`src/rtl/pipelined_reg_file.sv`:
```
// General-purpose register file: two registered read ports, one write port with
// write-to-read bypass, optional hardwired zero register and a per-entry busy scoreboard.
module pipelined_reg_file #(
  parameter int DATA_W   = 32,
  parameter int ADDR_W   = 5,
  parameter int ZERO_REG = 1
) (
  input  logic              clk,
  input  logic              rst_n,
  input  logic [ADDR_W-1:0] raddr1,
  input  logic [ADDR_W-1:0] raddr2,
  output logic [DATA_W-1:0] rdata1,
  output logic [DATA_W-1:0] rdata2,
  output logic              rbusy1,
  output logic              rbusy2,
  input  logic              we,
  input  logic [ADDR_W-1:0] waddr,
  input  logic [DATA_W-1:0] wdata,
  input  logic              claim_en,
  input  logic [ADDR_W-1:0] claim_addr,
  input  logic              flush
);

  localparam int DEPTH = 2 ** ADDR_W;

  logic [DATA_W-1:0] regs [DEPTH];
  logic [DEPTH-1:0]  busy;
  logic [DEPTH-1:0]  busyNext;
  logic              writeOk;
  logic              claimOk;
  logic [DATA_W-1:0] rdataNext1;
  logic [DATA_W-1:0] rdataNext2;

  function automatic logic isZeroReg(input logic [ADDR_W-1:0] addr);
    return (ZERO_REG != 0) && (addr == '0);
  endfunction

  // New write data wins over the stored value so a reader never sees stale data.
  function automatic logic [DATA_W-1:0] readMux(
    input logic [ADDR_W-1:0] ra,
    input logic [DATA_W-1:0] stored,
    input logic              wrEn,
    input logic [ADDR_W-1:0] wrAddr,
    input logic [DATA_W-1:0] wrData
  );
    if (isZeroReg(ra))
      return '0;
    else if (wrEn && (wrAddr == ra))
      return wrData;
    else
      return stored;
  endfunction

  assign writeOk = we && !isZeroReg(waddr);
  assign claimOk = claim_en && !isZeroReg(claim_addr);

  // Release first, then claim, so a same-cycle claim of the written entry keeps it busy.
  always_comb begin
    busyNext = busy;
    if (flush) begin
      busyNext = '0;
    end else begin
      if (writeOk) busyNext[waddr] = 1'b0;
      if (claimOk) busyNext[claim_addr] = 1'b1;
    end
  end

  assign rdataNext1 = readMux(raddr1, regs[raddr1], writeOk, waddr, wdata);
  assign rdataNext2 = readMux(raddr2, regs[raddr2], writeOk, waddr, wdata);

  // Storage and scoreboard state
  always_ff @(posedge clk or negedge rst_n) begin
    if (!rst_n) begin
      for (int i = 0; i < DEPTH; i++) regs[i] <= '0;
      busy <= '0;
    end else begin
      if (writeOk) regs[waddr] <= wdata;
      busy <= busyNext;
    end
  end

  // Registered read ports
  always_ff @(posedge clk or negedge rst_n) begin
    if (!rst_n) begin
      rdata1 <= '0;
      rdata2 <= '0;
      rbusy1 <= 1'b0;
      rbusy2 <= 1'b0;
    end else begin
      rdata1 <= rdataNext1;
      rdata2 <= rdataNext2;
      rbusy1 <= isZeroReg(raddr1) ? 1'b0 : busyNext[raddr1];
      rbusy2 <= isZeroReg(raddr2) ? 1'b0 : busyNext[raddr2];
    end
  end

endmodule

```
`config.mk`:
```
export PLATFORM = sky130hd
export DESIGN_NAME = pipelined_reg_file
export DESIGN_NICKNAME = d
export VERILOG_FILES = /design/src/rtl/pipelined_reg_file.sv
export SDC_FILE = /design/constraint.sdc
export NUM_CORES = 2
export LEC_CHECK = 0
export BUFFER_PORTS_ARGS = -buffer_cell sky130_fd_sc_hd__clkbuf_2
export CAP_MARGIN = 20
export CORE_MARGIN = 2
export CORE_UTILIZATION = 32
export CTS_CLUSTER_DIAMETER = 30
export DETAILED_ROUTE_END_ITERATION = 10
export PLACE_DENSITY_LB_ADDON = 0.05
export REMOVE_ABC_BUFFERS = 1
export SLEW_MARGIN = 20
export SYNTH_ARGS = -nofsm -noshare
export SYNTH_HDL_FRONTEND = slang
export SYNTH_SLANG_ARGS = --single-unit
```
`constraint.sdc`:
```
create_clock -name clk -period 1.8 [get_ports clk]
set_clock_uncertainty 0.15 [all_clocks]
set_input_delay 0.09 -clock clk [delete_from_list [all_inputs] [get_ports clk]]
set_output_delay 0.09 -clock clk [all_outputs]
set_load 0.005 [all_outputs]
```
==> results_dict.tcl <==
set metrics [dict create \
    cts.path.max_buffers 4 \
    core-area_sq_mm 0.183 \
    cp_cell_sequence "buf_4, mux4_2, mux4_2, mux2i_4, a211oi_2" \
    nets 5057 \
    antenna_found_initial 5 \
    global_route.overflow_total 0 \
    hold_viol 2 \
    layout_setup_ws_ps -289 \
    vias_per_cell 5.35 \
    tightestPinTransition_ps 945 \
    cp_common_cell "mux4_2" \
    period_share_pct 116 \
    status "complete, but fails checks" \
    violations "hold timing, setup timing" \
    port_buffers 122 \
    rsz0062_at_grt "true" \
    p_clk_share_pct 55.9 \
    track_usage_pct 24.7 \
    drv_cap 0 \
    initial_utilization_pct 32.3 \
    cts-root-buf "clkbuf_16" \
    htree_num_levels 5 \
    yosys-top-cells-area "dfrtp_1 47%, mux4_2 23%, mux2_2 17%, nand2_1 2.1%, mux2i_1 1.9%" \
    p_int_uw 88700 \
    wirelength_um 230000 \
    required_ps 2440 \
    postSynthAreaPerCell_sq_um 14.8 \
    cts_inserted_buffers 364 \
    r2r_start "regs[561]" \
    drc 0 \
    insertion_delay_ps 920 \
    ios 123 \
    die_h_um 434 \
    dieArea_sq_mm 0.188 \
    worstHoldStart "we" \
    grt_pass1_vias 44500 \
    finalSetupViolations 64 \
    die_w_um 434 \
    combPwrFrac_pct 15.4 \
    fmax_mhz 479 \
    maxSlewViolCount 0 \
    async_flop_share_pct 100 \
    nFillCells 16200 \
    powerDensity_mw_per_mm2 1380 \
    gp_congestion 0.822 \
    p_total_uw 116000 \
    crit_slowest_cell "mux4_2" \
    grt_pass1_wl_um 332000 \
    drive_gt1_share_pct 61.3 \
    crit_start "regs[561]" \
    relSlewSlack_pct 37.0 \
    synth_top_cell_area_share_pct 47.5 \
    cts.sinks 1122 \
    drt_iter0_drc 2759 \
    finalCriticalPeriod_ps 2090 \
    firstDrtPassIters 5 \
    critPathMaxStageDelay_ps 520 \
    synth_seq_cells 1122 \
    ant_nets 0 \
    worst-endpoint-arrival_ps 2730 \
    path_class "flop to flop" \
    regArea_sq_mm 0.0281 \
    area_growth_pct 42.4 \
    ys.warnings.count 0 \
    ys_seq_area_share_pct 47.5 \
    yosysTopAreaCell "dfrtp_1" \
    endpoint_kind "flop" \
    whs_ps -55.9 \
    rows 157 \
    ys_types 73 \
    cts_tree "yes" \
    cp_max_fo 2 \
    ir_drop_mv 0.745 \
    cp-start-kind "flop" \
    synthFlopType "dfrtp_1" \
    vias 41400 \
    synth_area_sq_mm 0.0591 \
    leakagePower_uw 0.0375 \
    seq_power_share_pct 28.7 \
    wire_per_inst_um 29.7 \
    synth_cells 4000 \
    grt_max_degree 82 \
    synth_edf_count 0 \
    clk_pin_slew_ps 40 \
    p_switching_uw 27700 \
    multi_input_area_sq_mm 0.0299 \
    hpwlAfterDp_um 148000 \
    netSwitchingFraction_pct 23.8 \
    hold_class "input port to flop" \
]
synthesized netlist by cell type, drive strengths merged (16+ instances only):
cell type and instances:
nor3 16, nand2 329, mux2i 112, nor2b 39
a21oi 37, nor2 109, dfrtp 1122, a211oi 123
buf 194, mux2 898, mux4 598, clkbuf 258
o21ai 19
cells by family (layout without fill, tap and decap cells):
| group | Yosys count | count (layout) | share of synthesized area [%] |
|---|---|---|---|
| AOI/OAI and AO/OA | 231 | 231 | 2.74 |
| xor gates and xnor gates | 13 | 13 | 0.193 |
| buffers and inverters | 457 | 1739 | 3.47 |
| DFF | 1122 | 1122 | 47.5 |
| muxes | 1608 | 1608 | 41.8 |
| other | 0 | 5 | 0 |
| and+or+nand+nor | 569 | 569 | 4.35 |
what timing repair did:
item,4_1_cts,5_1_grt
endpoints found under the hold margin,2212,19
hold buffers,94,3
cloned,0,1
pin swaps,77,32
setup endpoints to repair,70,601
resized for setup,97,78
setup buffers,12,11
metal layers:
layer	routed length [um]	GRT usage (%)	part of all wire [%]	vias to the layer above
li1	-	-	-	17500
met1	109000	35.8	47	22500
met2	105000	37.9	46	1101
met3	10100	3.84	4.4	383
met4	6450	7.66	2.8	0
met5	0	0	0	-
cell type report:
type	instances	share of cell area [%]
multi-input cells	2421	35.5
clock buffers	498	12.4
well taps	2464	3.66
clock inverters	150	2.59
repair buffers	1086	12.5
flip-flops and latches	1122	33.3
inverters	5	0.0223
diodes	5	0.0149
registers in the layout, indices dropped and copies added (netlist names):
name,flops
regs,1024
rbusy2,1
busy,32
rdata1,32
rbusy1,1
rdata2,32
metrics by stage:
step | util [%] | setup TNS (ps) | cells | worst slack (ps) | area (sq um)
floorplan | - | -358060 | 3548 | -1090 | 57100
global placement | 38.1 | -251780 | 6992 | -688 | 69800
detailed placement | 38.1 | -248990 | 6992 | -718 | 69800
CTS | 45.7 | -27970 | 7735 | -274 | 83800
global route | 45.9 | -9660 | 7747 | -305 | 84200
finish | 45.9 | -6590 | 7751 | -289 | 84200
critical path, delay by kind of cell, from the launching register on:
kind | cells | cell delay (ps)
multiplexers | 3 | 1200
flip-flops | 1 | 380
buffers and inverters | 1 | 140
AO/OA/AOI/OAI | 1 | 100
cells in the final DEF, fill, tap and decap left out, types with 16 or more instances in the layout:
cell           count
buf_6             35
clkbuf_16        371
clkbuf_2         111
mux2i_2           16
bufinv_16         54
mux2_2           898
nor2_4            19
buf_12           175
nor2b_1           39
clkinv_2          74
clkbuf_1          61
a211oi_2          51
a211oi_1          65
mux4_2           598
a21oi_1           22
nor2_1            89
nand2_1          313
clkbuf_8          68
dfrtp_1         1116
mux2i_1           93
buf_4            664
dlygate4sd3_1     83
path summary, 6_finish.rpt:
check                              to  depth (start not counted)  slack, ps
hold reg to reg            regs[1008]                          0        240
min in group asynchronous   regs[167]                          4        130
setup / recovery           rdata1[17]                          5       -290
hold / removal               busy[30]                          7        -60
setup reg to reg           rdata1[17]                          5       -290
max in group asynchronous   regs[106]                          6        430
power by group through the flow:
| stage | sequential [uW] | clock (uW) | combinational, uW |
|---|---|---|---|
| CTS | 33400 | 66000 | 17800 |
| finish | 33400 | 65100 | 17900 |
| global placement | 33700 | 0 | 17100 |
| detailed placement | 33700 | 0 | 17300 |
| global route | 34000 | 67500 | 19200 |
| floorplan | 32400 | 0 | 9960 |
(Power assumes the default switching activity.)
